### config.mk
export PLATFORM = sky130hd
export DESIGN_NAME = fetch_pc_ctrl_flat
export DESIGN_NICKNAME = d
export VERILOG_FILES = /design/src/rtl/fetch_pc_ctrl_pkg.sv /design/src/rtl/fetch_pc_ctrl_if.sv /design/src/rtl/fetch_pc_ctrl_bht.sv /design/src/rtl/fetch_pc_ctrl.sv /design/src/flat_wrapper.sv
export SDC_FILE = /design/constraint.sdc
export NUM_CORES = 1
export LEC_CHECK = 0
export ABC_AREA = 1
export CAP_MARGIN = 20
export CORE_UTILIZATION = 30
export CTS_BUF_LIST = sky130_fd_sc_hd__clkbuf_16
export DETAILED_ROUTE_END_ITERATION = 6
export GPL_TIMING_DRIVEN = 0
export PLACE_DENSITY = 0.61
export SYNTH_ARGS = -nofsm -noshare
export SYNTH_HDL_FRONTEND = slang
export SYNTH_HIERARCHICAL = 1
export SYNTH_SLANG_ARGS = --single-unit
export TNS_END_PERCENT = 10
### constraint.sdc
create_clock -name clk -period 6.95 [get_ports clk]
set_input_delay 0.695 -clock clk [delete_from_list [all_inputs] [get_ports clk]]
set_output_delay 0.695 -clock clk [all_outputs]
set_load 0.05 [all_outputs]
### src/rtl/fetch_pc_ctrl_pkg.sv
// rtl/fetch_pc_ctrl_pkg.sv - shared constants, types and helpers for the fetch PC controller
// Purpose: BHT reset value, architectural register numbers used for call/return
//          detection, prediction source type and the 2-bit saturating update.
// Ports:   none (package).
package fetch_pc_ctrl_pkg;

  localparam logic [1:0] BHT_RESET = 2'b01;  // weakly not-taken
  localparam logic [4:0] REG_RA    = 5'd1;
  localparam logic [4:0] REG_ZERO  = 5'd0;

  // Where the predicted next PC comes from.
  typedef enum logic [1:0] {
    SRC_SEQ = 2'd0,  // pc + 4
    SRC_REL = 2'd1,  // pc + imme (jal, taken branch)
    SRC_RAS = 2'd2   // RAS top + imme (return)
  } pred_src_e;

  function automatic logic [1:0] sat_update(input logic [1:0] ctr, input logic taken);
    if (taken) begin
      return (ctr == 2'b11) ? ctr : ctr + 2'b01;
    end
    return (ctr == 2'b00) ? ctr : ctr - 2'b01;
  endfunction

endpackage

### src/rtl/fetch_pc_ctrl_if.sv
// rtl/fetch_pc_ctrl_if.sv - decode, EX-resolution and prediction signals of the fetch stage
// Purpose: bundles everything except clk/rst_n between the pipeline and fetch_pc_ctrl.
// Ports:   master - pipeline side (drives decode/EX inputs, observes pc/prediction/flush)
//          slave  - fetch_pc_ctrl side
interface fetch_pc_ctrl_if;
  logic        stall_if;
  logic        jal;
  logic        jalr;
  logic        B_type;
  logic [4:0]  Rd;
  logic [4:0]  Rs1;
  logic [31:0] imme;
  logic        ex_br_valid;
  logic [31:0] ex_br_pc;
  logic        ex_br_taken;
  logic        ex_redirect;
  logic [31:0] ex_target;
  logic [31:0] pc;
  logic        pred_taken;
  logic [31:0] pred_target;
  logic        flush;

  modport master (
    output stall_if, jal, jalr, B_type, Rd, Rs1, imme,
    output ex_br_valid, ex_br_pc, ex_br_taken, ex_redirect, ex_target,
    input  pc, pred_taken, pred_target, flush
  );

  modport slave (
    input  stall_if, jal, jalr, B_type, Rd, Rs1, imme,
    input  ex_br_valid, ex_br_pc, ex_br_taken, ex_redirect, ex_target,
    output pc, pred_taken, pred_target, flush
  );
endinterface

### src/rtl/fetch_pc_ctrl_bht.sv
// rtl/fetch_pc_ctrl_bht.sv - 2-bit saturating-counter branch history table
// Purpose: counter array with one combinational read port and one update port.
// Ports:   clk, rst_n           - clock, async active-low reset (all counters to BHT_RESET)
//          rd_idx / rd_ctr      - read index and current counter value
//          upd_valid, upd_idx,
//          upd_taken            - saturating increment/decrement of one counter
module bht_2bit
  import fetch_pc_ctrl_pkg::*;
#(
  parameter int IDX_W = 4
) (
  input  logic             clk,
  input  logic             rst_n,
  input  logic [IDX_W-1:0] rd_idx,
  output logic [1:0]       rd_ctr,
  input  logic             upd_valid,
  input  logic [IDX_W-1:0] upd_idx,
  input  logic             upd_taken
);

  localparam int ENTRIES = 1 << IDX_W;

  logic [1:0] ctr [ENTRIES];

  // Read straight from the registers, so a same-cycle update to the same
  // entry is seen only from the next cycle on.
  assign rd_ctr = ctr[rd_idx];

  always_ff @(posedge clk or negedge rst_n) begin
    if (!rst_n) begin
      for (int i = 0; i < ENTRIES; i++) begin
        ctr[i] <= BHT_RESET;
      end
    end else if (upd_valid) begin
      ctr[upd_idx] <= sat_update(ctr[upd_idx], upd_taken);
    end
  end

endmodule

### src/rtl/fetch_pc_ctrl.sv
// rtl/fetch_pc_ctrl.sv - fetch PC register with BHT/RAS next-address prediction
// Purpose: holds the fetch PC, predicts the next fetch address from the mini-decoder
//          outputs, keeps a return-address stack and applies EX redirects.
// Ports:   clk, rst_n - clock, async active-low reset
//          bus        - fetch_pc_ctrl_if.slave (decode, EX resolution, pc, prediction, flush)
module fetch_pc_ctrl
  import fetch_pc_ctrl_pkg::*;
#(
  parameter logic [31:0] RESET_PC  = 32'h0000_0000,
  parameter int          BHT_IDX_W = 4,
  parameter int          RAS_DEPTH = 4
) (
  input  logic            clk,
  input  logic            rst_n,
  fetch_pc_ctrl_if.slave  bus
);

  localparam int PTR_W = $clog2(RAS_DEPTH);
  localparam int CNT_W = $clog2(RAS_DEPTH + 1);
  localparam logic [CNT_W-1:0] CNT_MAX = CNT_W'(RAS_DEPTH);

  logic [31:0]      pc_q;
  logic [31:0]      pc4;
  logic [31:0]      pred_target;
  logic             pred_taken;
  pred_src_e        src;
  logic [1:0]       bht_ctr;

  logic [31:0]      ras [RAS_DEPTH];
  logic [PTR_W-1:0] ras_ptr;
  logic [PTR_W-1:0] ras_ptr_m1;
  logic [CNT_W-1:0] ras_cnt;
  logic [31:0]      ras_top;
  logic             ras_has;
  logic             is_call;
  logic             is_ret;
  logic             ras_en;
  logic             do_push;
  logic             do_pop;

  // Only the index bits of the branch PC and the counter's direction bit are used.
  logic             unused_bits;
  assign unused_bits = ^{bus.ex_br_pc[31:BHT_IDX_W+2], bus.ex_br_pc[1:0], bht_ctr[0]};

  bht_2bit #(.IDX_W(BHT_IDX_W)) u_bht (
    .clk       (clk),
    .rst_n     (rst_n),
    .rd_idx    (pc_q[BHT_IDX_W+1:2]),
    .rd_ctr    (bht_ctr),
    .upd_valid (bus.ex_br_valid),
    .upd_idx   (bus.ex_br_pc[BHT_IDX_W+1:2]),
    .upd_taken (bus.ex_br_taken)
  );

  assign pc4        = pc_q + 32'd4;
  assign is_call    = (bus.jal || bus.jalr) && (bus.Rd == REG_RA);
  assign is_ret     = bus.jalr && (bus.Rs1 == REG_RA) && (bus.Rd == REG_ZERO);
  assign ras_has    = (ras_cnt != '0);
  assign ras_ptr_m1 = ras_ptr - PTR_W'(1);
  assign ras_top    = ras[ras_ptr_m1];

  always_comb begin
    src = SRC_SEQ;
    if (bus.jal) begin
      src = SRC_REL;
    end else if (bus.B_type) begin
      src = bht_ctr[1] ? SRC_REL : SRC_SEQ;
    end else if (is_ret && ras_has) begin
      src = SRC_RAS;
    end
  end

  always_comb begin
    pred_taken  = (src != SRC_SEQ);
    pred_target = pc4;
    case (src)
      SRC_REL: pred_target = pc_q + bus.imme;
      SRC_RAS: pred_target = (ras_top + bus.imme) & ~32'd1;
      default: pred_target = pc4;
    endcase
  end

  always_ff @(posedge clk or negedge rst_n) begin
    if (!rst_n) begin
      pc_q <= RESET_PC;
    end else if (bus.ex_redirect) begin
      pc_q <= bus.ex_target;
    end else if (!bus.stall_if) begin
      pc_q <= pred_target;
    end
  end

  // The RAS follows only the instruction that actually advances fetch; it is
  // not repaired on redirect, EX corrects any resulting misprediction.
  assign ras_en  = !bus.ex_redirect && !bus.stall_if;
  assign do_push = ras_en && is_call;
  assign do_pop  = ras_en && is_ret && ras_has && !is_call;

  always_ff @(posedge clk or negedge rst_n) begin
    if (!rst_n) begin
      ras_ptr <= '0;
      ras_cnt <= '0;
    end else if (do_push) begin
      ras_ptr <= ras_ptr + PTR_W'(1);
      if (ras_cnt != CNT_MAX) begin
        ras_cnt <= ras_cnt + CNT_W'(1);
      end
    end else if (do_pop) begin
      ras_ptr <= ras_ptr_m1;
      ras_cnt <= ras_cnt - CNT_W'(1);
    end
  end

  // Entries are don't-care after reset; when full, the push wraps onto the oldest.
  always_ff @(posedge clk) begin
    if (do_push) begin
      ras[ras_ptr] <= pc4;
    end
  end

  assign bus.pc          = pc_q;
  assign bus.pred_taken  = pred_taken;
  assign bus.pred_target = pred_target;
  assign bus.flush       = bus.ex_redirect;

endmodule

### src/flat_wrapper.sv
// flat-port wrapper written by rule: the top's interface ports become plain ports
module fetch_pc_ctrl_flat import fetch_pc_ctrl_pkg::*;
#(
  parameter logic [31:0] RESET_PC  = 32'h0000_0000,
  parameter int          BHT_IDX_W = 4,
  parameter int          RAS_DEPTH = 4
)
  (clk, rst_n, bus_stall_if, bus_jal, bus_jalr, bus_B_type, bus_Rd, bus_Rs1, bus_imme, bus_ex_br_valid, bus_ex_br_pc, bus_ex_br_taken, bus_ex_redirect, bus_ex_target, bus_pc, bus_pred_taken, bus_pred_target, bus_flush);
  fetch_pc_ctrl_if bus_i ();
  input  logic clk;
  input  logic rst_n;
  input wire logic [$bits(bus_i.stall_if)-1:0] bus_stall_if;
  input wire logic [$bits(bus_i.jal)-1:0] bus_jal;
  input wire logic [$bits(bus_i.jalr)-1:0] bus_jalr;
  input wire logic [$bits(bus_i.B_type)-1:0] bus_B_type;
  input wire logic [$bits(bus_i.Rd)-1:0] bus_Rd;
  input wire logic [$bits(bus_i.Rs1)-1:0] bus_Rs1;
  input wire logic [$bits(bus_i.imme)-1:0] bus_imme;
  input wire logic [$bits(bus_i.ex_br_valid)-1:0] bus_ex_br_valid;
  input wire logic [$bits(bus_i.ex_br_pc)-1:0] bus_ex_br_pc;
  input wire logic [$bits(bus_i.ex_br_taken)-1:0] bus_ex_br_taken;
  input wire logic [$bits(bus_i.ex_redirect)-1:0] bus_ex_redirect;
  input wire logic [$bits(bus_i.ex_target)-1:0] bus_ex_target;
  output wire logic [$bits(bus_i.pc)-1:0] bus_pc;
  output wire logic [$bits(bus_i.pred_taken)-1:0] bus_pred_taken;
  output wire logic [$bits(bus_i.pred_target)-1:0] bus_pred_target;
  output wire logic [$bits(bus_i.flush)-1:0] bus_flush;
  assign bus_i.stall_if = bus_stall_if;
  assign bus_i.jal = bus_jal;
  assign bus_i.jalr = bus_jalr;
  assign bus_i.B_type = bus_B_type;
  assign bus_i.Rd = bus_Rd;
  assign bus_i.Rs1 = bus_Rs1;
  assign bus_i.imme = bus_imme;
  assign bus_i.ex_br_valid = bus_ex_br_valid;
  assign bus_i.ex_br_pc = bus_ex_br_pc;
  assign bus_i.ex_br_taken = bus_ex_br_taken;
  assign bus_i.ex_redirect = bus_ex_redirect;
  assign bus_i.ex_target = bus_ex_target;
  assign bus_pc = bus_i.pc;
  assign bus_pred_taken = bus_i.pred_taken;
  assign bus_pred_target = bus_i.pred_target;
  assign bus_flush = bus_i.flush;
  fetch_pc_ctrl #(.RESET_PC(RESET_PC), .BHT_IDX_W(BHT_IDX_W), .RAS_DEPTH(RAS_DEPTH)) u_core (.clk(clk), .rst_n(rst_n), .bus(bus_i));
endmodule
==> results of run 1 <==
-- worst reg2reg max path, delay by kind of cell, from the launching register on --
family / cells / cell delay (ps)
AO/OA/AOI/OAI: 5 / 1380
AND/OR/NAND/NOR: 10 / 940
adder cells (fa/ha/maj): 2 / 600
flip-flops: 1 / 440
buffers and inverters: 4 / 1210
-- stage by stage --
stage / instance area (sq um) / setup slack (ps)
after global routing: 16800 / 15.43
after detailed placement: 16240 / 480.6
after floorplan: 13830 / 2077
after CTS: 16800 / 351.7
after global placement: 16090 / 419.7
final: 16810 / 363.3
-- area by class of cell --
| type | instances | area share [%] |
|---|---|---|
| diodes | 1 | 0.01489 |
| plain buffers | 54 | 1.549 |
| clock buffers | 18 | 2.680 |
| clock inverters | 14 | 0.6924 |
| inverters | 191 | 4.266 |
| multi-input cells | 1405 | 43.36 |
| flip-flops and latches | 197 | 33.26 |
| well taps | 600 | 4.467 |
| repair buffers | 156 | 9.708 |
-- sequential cells by signal, indices dropped and copies added, names as in the netlist --
signal            flops
u_core/u_bht/ctr     32
u_core/bus.pc        32
u_core/ras_ptr        2
u_core/ras_cnt        3
u_core/ras          128
-- worst paths after layout --
kind / startpoint / end / slack, ps / cells after the start
worst max-delay path: u_core/ras_ptr[0]$_DFFE_PN0P_ / bus_pred_target[27] / 360 / 18
worst min-delay path: rst_n / u_core/bus.pc[26]$_DFFE_PN0P_ / 130 / 1
worst max register to register: u_core/ras_ptr[0]$_DFFE_PN0P_ / u_core/bus.pc[26]$_DFFE_PN0P_ / 2300 / 21
worst min register to register: u_core/u_bht/ctr[20]$_DFFE_PN1P_ / u_core/u_bht/ctr[20]$_DFFE_PN1P_ / 470 / 2
max in group asynchronous: rst_n / u_core/u_bht/ctr[14]$_DFFE_PN1P_ / 6170 / 2
min in group clk: u_core/u_bht/ctr[20]$_DFFE_PN1P_ / u_core/u_bht/ctr[20]$_DFFE_PN1P_ / 470 / 2
-- timing repair --
action | 4_1_cts | 5_1_grt
setup endpoints to repair | 1 | 0
gates resized for setup | 0 | 0
hold buffers | 0 | 0
-- power groups by stage --
stage	logic, mW	registers, mW	clock network [mW]
3_5_place_dp	2.42	1.50	0
3_3_place_gp	2.40	1.50	0
4_1_cts	2.43	1.47	1.01
6_report	2.46	1.47	0.989
2_1_floorplan	1.52	1.53	0
5_1_grt	2.68	1.48	1.05
-- metal layers --
metal / track usage, % / vias to the layer above
met4: 6.925 / 2
met1: 30.76 / 6522
met2: 37.79 / 543
met5: 0 / -
li1: - / 6553
met3: 4.940 / 68
==> key figures, run 1 <==
Outcome
  – Status: finished clean

STA
  – Final hold slack: 133.8 ps
  – Max Fclk: 0.1518 GHz
  – Slew margin rel.: 28.53%
  – Worst-margin pin slew: 1072 ps
  – Clk_skew: 14.49 ps
  – Tmin final: 6587 ps
  – Setup Viol. Count Final: 0
  – Slew Viols, Final: 0
  – RSZ-0062 raised after global routing: no
  – Final count of hold timing violations: 0
  – Post-Route Setup TNS: 0 ps
  – Tcrit/Tclk final: 94.77%

Critical path
  – WP buf/inv: 5
  – Worst-path cell chain: inv_1 > buf_2 > ha_1 > clkbuf_1 > clkbuf_1 > o21ai_0 > o22ai_1 > ha_1 > a21oi_1 > o21ai_0 > a21oi_1 > o21bai_1 > a21oi_1 > nand2_1 > nand2_1 > nand3_1 > a21boi_0 > clkdlybuf4s50_1
  – Most common cell on crit path: a21oi_1
  – Critical path's slowest cell: clkdlybuf4s50_1
  – Crit-path leading delay family: buffers and inverters
  – Max incr delay on CP: 840 ps
  – Top fanout value on the critical path: 20
  – Worst Setup Start Kind: register
  – WP data required: 6250 ps
  – WP data arrival: 5890 ps
  – CP Class: reg -> out
  – Crit. End Element: output port

Floorplanning
  – Starting density of the core: 30.47%
  – Ports: 181
  – DIE AREA: 46960 sq um
  – Site row count: 78
  – Die Y: 216.7 um
  – Die Wd: 216.7 um
  – CORE AREA: 45380 sq um

CTS
  – Sink Count: 197
  – Clk pin slew, worst setup/hold paths: 80 ps
  – Clk_lat worst skew: 490 ps
  – Worst-case clock buffer depth: 2
  – CTS tree: done
  – Clock Tree Root: clkbuf_16
  – H-tree levels: 4
  – Total CTS buffers: 17
  – Postcts setup bufs: 0

Power
  – Clock share of power: 20.1%
  – Share of power burned in registers: 29.9%
  – P_leak: 7.040 nW
  – Max VDD drop: 0.0002026 V
  – Sw Share: 46.85%
  – Cell-internal power: 2.615 mW
  – Combinational power share: 50.0%
  – Total design power: 4.920 mW
  – Pwr Density: 292.7 nW/um^2
  – Sw Pwr: 2.305 mW

Route
  – Post-route antenna net violation count: 0
  – Met2 WL: 25340 um
  – Drt initial violations: 1431
  – DR top layer: met5
  – Post-Route M1 WL: 23980 um
  – Met3 wire len: 4315 um
  – Via count: 13690
  – Vias per cell: 5.193
  – Wire per inst: 20.86 um
  – DRT Pass-1 Iters: 6
  – DRC errors left: 0
  – Final wirelength: 54980 um

Synthesis
  – Syn Area/Cell: 7.483 sq um
  – Cells after Synth: 1848
  – Area of the mapped netlist: 13830 sq um
  – Yosys warns: 6
  – Syn nets: 2035

Placed design
  – Placed cells: 2604
  – Gpl congestion: 0.9667
  – Number of port buffers: 151
  – Post-DP HPWL: 43870 um

Global route
  – Gr ovfl total: 0
  – Largest net degree at the start of global routing: 49
  – Vias in the first global route: 13000
  – Overall routing resource usage: 23.22%
  – First-pass GRT wire length: 80230 um
  – Initial antenna violation count: 2

Finish
  – Filler instances: 4805
  – Layout area overhead: 21.53%
  – Leading cell type in the layout, fill and taps excluded: nand2_1
  – Footprint of the multi-input gates: 7287 sq um
  – Final Util: 37.03%
  – Most frequent cells in the layout: nand2_1, nor2_1, inv_1
  – Nets@finish: 2209
  – Finished Layout Cells: 2636
  – Sequential cell area: 5590 sq um
  – Ratio of cells with drive above 1 in the final layout: 6.143%

Hold path
  – Worst Hold Class: in -> async

Run
  – Max-cap violation count: 0
Power figures use the tool's default switching activity.
==> run 2: changes to the inputs <==
CORE_UTILIZATION = 40   (was 30)
PLACE_DENSITY = 0.73   (was 0.61)
==> key figures, run 2 (synthesis gave the netlist of run 1 again) <==
Critical path
  – Critical path's slowest cell: clkdlybuf4s50_1
  – WP buf/inv: 5 (unchanged)
  – Crit-path leading delay family: buffers and inverters
  – WP data arrival: 5640 ps (-250 ps)
  – Worst-path cell chain: inv_1 > buf_2 > ha_1 > clkinv_1 > clkbuf_1 > o21ai_0 > o22ai_1 > ha_1 > a21oi_1 > o21ai_0 > a21oi_1 > o21bai_1 > a21oi_1 > nand2_1 > nand2_1 > nand3_1 > a21boi_0 > clkdlybuf4s50_1
  – CP Class: reg -> out
  – Max incr delay on CP: 840 ps (about the same)
  – Top fanout value on the critical path: 20 (unchanged)
  – Crit. End Element: output port
  – WP data required: 6250 ps (about the same)
  – Most common cell on crit path: a21oi_1
  – Worst Setup Start Kind: register

Outcome
  – Status: finished, violations left
  – Failing checks: design-rule violations

Power
  – Pwr Density: 292.4 nW/um^2 (-0.11%)
  – P_leak: 7.028 nW (-0.16%)
  – Max VDD drop: 0.0001952 V (-3.7%)

Floorplanning
  – Die Wd: 187.9 um (-13%)
  – Die Y: 187.9 um (-13%)
  – Starting density of the core: 40.93% (+10 points)
  – DIE AREA: 35320 sq um (-25%)
  – CORE AREA: 33780 sq um (-26%)
  – Ports: 181 (unchanged)
  – Site row count: 67 (-14%)

CTS
  – CTS tree: done
  – H-tree levels: 4 (unchanged)
  – Clk_lat worst skew: 460 ps (-30 ps)
  – CTS Hold Buffers Added: 0 (unchanged)
  – Sink Count: 197 (unchanged)
  – Total CTS buffers: 17 (unchanged)
  – Clock Tree Root: clkbuf_16
  – Worst-case clock buffer depth: 2 (unchanged)
  – Clk pin slew, worst setup/hold paths: 80 ps (about the same)

STA
  – Clk_skew: 13.72 ps (-0.7723 ps)
  – Slew margin rel.: 28.38% (-0.15 points)
  – Post-Route Setup TNS: 0 ps (unchanged)
  – Slew Viols, Final: 0 (unchanged)
  – Setup Viol. Count Final: 0 (unchanged)
  – RSZ-0062 raised after global routing: no
  – Final count of hold timing violations: 0 (unchanged)
  – Worst-margin pin slew: 1070 ps (-1.704 ps)
  – Tcrit/Tclk final: 91.19% (-3.6 points)
  – Max Fclk: 0.1578 GHz (+3.9%)
  – Tmin final: 6337 ps (-249.3 ps)

Route
  – DRC errors left: 1 (+1)
  – Post-route antenna net violation count: 0 (unchanged)
  – Drt initial violations: 1521 (+6.3%)
  – DRT Pass-1 Iters: 7 (+1)
  – Via count: 13910 (+1.6%)
  – Vias per cell: 5.603 (+7.9%)
  – Wire per inst: 20.49 um (-1.8%)
  – Final wirelength: 50880 um (-7.5%)

Placed design
  – Placed cells: 2452 (-5.8%)
  – Number of port buffers: 151 (unchanged)
  – Post-DP HPWL: 40360 um (-8.0%)
  – Gpl congestion: 1.023 (+5.8%)

Global route
  – First-pass GRT wire length: 76940 um (-4.1%)
  – Largest net degree at the start of global routing: 47 (-4.1%)
  – Vias in the first global route: 13210 (+1.6%)
  – Overall routing resource usage: 29.02% (+5.8 points)
  – Gr ovfl total: 0 (unchanged)
  – Initial antenna violation count: 0 (-2)

Hold path
  – Worst Hold Class: in -> async

Finish
  – Ant diodes: 0 (-1)
  – Nets@finish: 2209 (unchanged)
  – Largest Register: u_core/ras
  – Most frequent cells in the layout: nand2_1, nor2_1, inv_1
  – Leading cell type in the layout, fill and taps excluded: nand2_1
  – Layout area overhead: 20.15%
  – Final Util: 49.18% (+12 points)
  – Finished Layout Cells: 2483 (-5.8%)
  – Ratio of cells with drive above 1 in the final layout: 6.143% (unchanged)
  – Max reg flops: 128 (unchanged)

Run
  – Max-cap violation count: 0 (unchanged)
## run 2: cell type report
type                       count  area [sq um]
inverter                     191         716.9
clock buffer                  17         425.4
tap                          448         560.5
timing repair buffer         156          1624
fill                        3305         17170
clock inverter                15         147.6
buffer                        54         262.8
multi-input combinational   1405          7287
sequential                   197          5590
## run 2: power by group
part	leakage [nW]	switching, mW	internal (mW)	total (mW)
Clock	0.277	0.501	0.475	0.976
Combinational	4.76	1.65	0.764	2.41
Sequential	1.99	0.106	1.36	1.47
Total	7.03	2.26	2.60	4.86
## run 2: layer usage
metal  vias to the layer above  share of wire [%]  track usage, %
met2                       626                 48           48.26
met5                         -                  0               0
li1                       6554                  -               -
met1                      6676                 42           38.86
met3                        56                8.1           4.398
met4                         0                2.3           8.755
## run 2: path summary, 6_finish.rpt
check,from,to,slack (ps),cells after the start
setup / recovery,u_core/ras_ptr[0]$_DFFE_PN0P_,bus_pred_target[27],610,18
hold / removal,rst_n,u_core/bus.pc[31]$_DFFE_PN0P_,170,1
setup reg to reg,u_core/ras_ptr[0]$_DFFE_PN0P_,u_core/bus.pc[26]$_DFFE_PN0P_,2460,21
hold reg to reg,u_core/u_bht/ctr[8]$_DFFE_PN1P_,u_core/u_bht/ctr[8]$_DFFE_PN1P_,470,2
max in group asynchronous,rst_n,u_core/u_bht/ctr[16]$_DFFE_PN1P_,6120,2
min in group clk,u_core/u_bht/ctr[8]$_DFFE_PN1P_,u_core/u_bht/ctr[8]$_DFFE_PN1P_,470,2
## run 2: stage by stage
stage | instance area [sq um] | power, mW | hold WS, ps | worst slack [ps]
after floorplan | 13830 | 3.052 | 399.4 | 2077
after global placement | 15900 | 3.822 | 453.6 | 712.2
after detailed placement | 16040 | 3.853 | 460.1 | 676.3
after CTS | 16620 | 4.830 | 171.1 | 148.0
after global routing | 16610 | 5.143 | 182.4 | 302.4
final | 16610 | 4.859 | 173.0 | 612.6
## run 2: what timing repair did
action	CTS	global route
resized for setup	0	4
endpoints found under the setup margin	0	15
setup buffers	0	0
==> run 3: changes to the inputs <==
CORE_MARGIN = 8   (was not set)
==> key figures, run 3 (synthesis gave the netlist of run 1 again) <==
Finish
  – Layout area overhead: 20.58%
  – Leading cell type in the layout, fill and taps excluded: nand2_1
  – Nets@finish: 2209 (unchanged)
  – Ant diodes: 0 (unchanged)
  – Filler instances: 3288 (-0.51%)
  – Most frequent cells in the layout: nand2_1, nor2_1, inv_1
  – Ratio of cells with drive above 1 in the final layout: 6.093% (-0.049 points)
  – Max reg flops: 128 (unchanged)
  – Largest Register: u_core/ras

CTS
  – Clk_lat worst skew: 460 ps (about the same)
  – Clk pin slew, worst setup/hold paths: 90 ps (about the same)
  – Clock Tree Root: clkbuf_16
  – Total CTS buffers: 17 (unchanged)
  – Worst-case clock buffer depth: 2 (unchanged)
  – Postcts setup bufs: 0 (unchanged)
  – Post-CTS sizing: 0 (unchanged)
  – CTS tree: done
  – CTS Hold Buffers Added: 0 (unchanged)
  – Sink Count: 197 (unchanged)
  – H-tree levels: 4 (unchanged)

Route
  – Wire per inst: 20.95 um (+2.2%)
  – Post-route antenna net violation count: 0 (unchanged)
  – Drt initial violations: 1460 (-4.0%)
  – DRT Pass-1 Iters: 5 (-2)
  – DRC errors left: 0 (-1)
  – Final wirelength: 52160 um (+2.5%)
  – Vias per cell: 5.630 (+0.48%)
  – Via count: 14020 (+0.76%)

Critical path
  – WP data required: 6250 ps (about the same)
  – CP Class: reg -> out
  – WP data arrival: 5810 ps (+170 ps)
  – Top fanout value on the critical path: 20 (unchanged)
  – Worst Setup Start Kind: register
  – Crit. End Element: output port

STA
  – Post-Route Setup TNS: 0 ps (unchanged)
  – Worst-margin pin slew: 1079 ps (+8.519 ps)
  – Slew margin rel.: 27.41% (-0.97 points)
  – Setup Viol. Count Final: 0 (unchanged)
  – Clk_skew: 20.07 ps (+6.352 ps)
  – Final hold slack: 187.4 ps (+14.38 ps)
  – RSZ-0062 raised after global routing: no
  – Max Fclk: 0.1538 GHz (-2.5%)
  – Final count of hold timing violations: 0 (unchanged)
  – Slew Viols, Final: 0 (unchanged)
  – Tmin final: 6503 ps (+165.2 ps)
  – Tcrit/Tclk final: 93.56% (+2.4 points)

Placed design
  – Gpl congestion: 0.9936 (-2.8%)
  – Number of port buffers: 151 (unchanged)
  – Post-DP HPWL: 41250 um (+2.2%)

Power
  – Max VDD drop: 0.0002037 V (+4.4%)
  – Pwr Density: 296.2 nW/um^2 (+1.3%)
  – P_leak: 7.048 nW (+0.27%)

Global route
  – First-pass GRT wire length: 78760 um (+2.4%)
  – Initial antenna violation count: 1 (+1)
  – Gr ovfl total: 0 (unchanged)
  – Vias in the first global route: 13540 (+2.5%)
  – Largest net degree at the start of global routing: 47 (unchanged)
  – Overall routing resource usage: 25.09% (-3.9 points)

Floorplanning
  – Ports: 181 (unchanged)
  – Starting density of the core: 40.33% (-0.60 points)
  – Die Wd: 201.9 um (+7.4%)
  – CORE AREA: 34290 sq um (+1.5%)
  – DIE AREA: 40780 sq um (+15%)
  – Site row count: 68 (+1.5%)
  – Die Y: 201.9 um (+7.4%)

Outcome
  – Status: finished clean

Hold path
  – Worst Hold Class: in -> async

Run
  – Max-cap violation count: 0 (unchanged)
-- run 3: through the flow --
stage	power [mW]	area (sq um)	worst slack [ps]	instances	utilization (%)
after global routing	5.227	16670	157.3	2490	48.63
after global placement	3.827	15910	684.9	2454	46.40
after floorplan	3.052	13830	2077	1848	-
after CTS	4.909	16680	100.9	2491	48.64
after detailed placement	3.862	16060	619.6	2459	46.84
final	4.939	16670	447.4	2490	48.63
-- run 3: routing by layer --
layer	wire [um]	track usage [%]
met5	13	0
met4	2254	10.70
met3	4985	5.988
met2	23550	39.77
met1	21350	32.38
-- run 3: layout make-up --
cell class / instances / area [sq um] / share of cell area (%)
Buffer: 54 / 260.3 / 1.561
Clock inverter: 15 / 192.7 / 1.156
Clock buffer: 17 / 425.4 / 2.551
Timing Repair Buffer: 156 / 1632 / 9.785
Multi-Input combinational cell: 1405 / 7287 / 43.70
Inverter: 191 / 716.9 / 4.300
Tap cell: 455 / 569.3 / 3.414
Sequential cell: 197 / 5590 / 33.53
-- run 3: path summary, 6_finish.rpt --
kind                                                   from                                to  cells past startpoint  slack [ps]
setup / recovery              u_core/ras_ptr[0]$_DFFE_PN0P_               bus_pred_target[27]                     18         450
hold / removal                                        rst_n     u_core/bus.pc[16]$_DFFE_PN0P_                      1         190
setup reg to reg              u_core/ras_ptr[0]$_DFFE_PN0P_     u_core/bus.pc[27]$_DFFE_PN0P_                     19        2390
hold reg to reg            u_core/u_bht/ctr[30]$_DFFE_PN1P_  u_core/u_bht/ctr[30]$_DFFE_PN1P_                      2         470
max in group asynchronous                             rst_n  u_core/u_bht/ctr[18]$_DFFE_PN1P_                      2        6120
min in group clk           u_core/u_bht/ctr[30]$_DFFE_PN1P_  u_core/u_bht/ctr[30]$_DFFE_PN1P_                      2         470
-- run 3: power by group --
group	leakage, nW	switching, mW	internal, mW
Sequential	1.99	0.105	1.36
Combinational	4.76	1.66	0.763
Clock	0.299	0.469	0.576
Total	7.05	2.24	2.70
-- run 3: critical path: stages, from the launching register on --
cell and delay [ps]:
dfrtp_1 430, inv_1 90, buf_2 400, ha_1 300, clkbuf_1 490, clkbuf_1 450, o21ai_0 210, o22ai_1 340
ha_1 340, a21oi_1 190, o21ai_0 160, a21oi_1 280, o21bai_1 120, a21oi_1 220, nand2_1 80, nand2_1 60
nand3_1 90, a21boi_0 240, clkdlybuf4s50_1 840
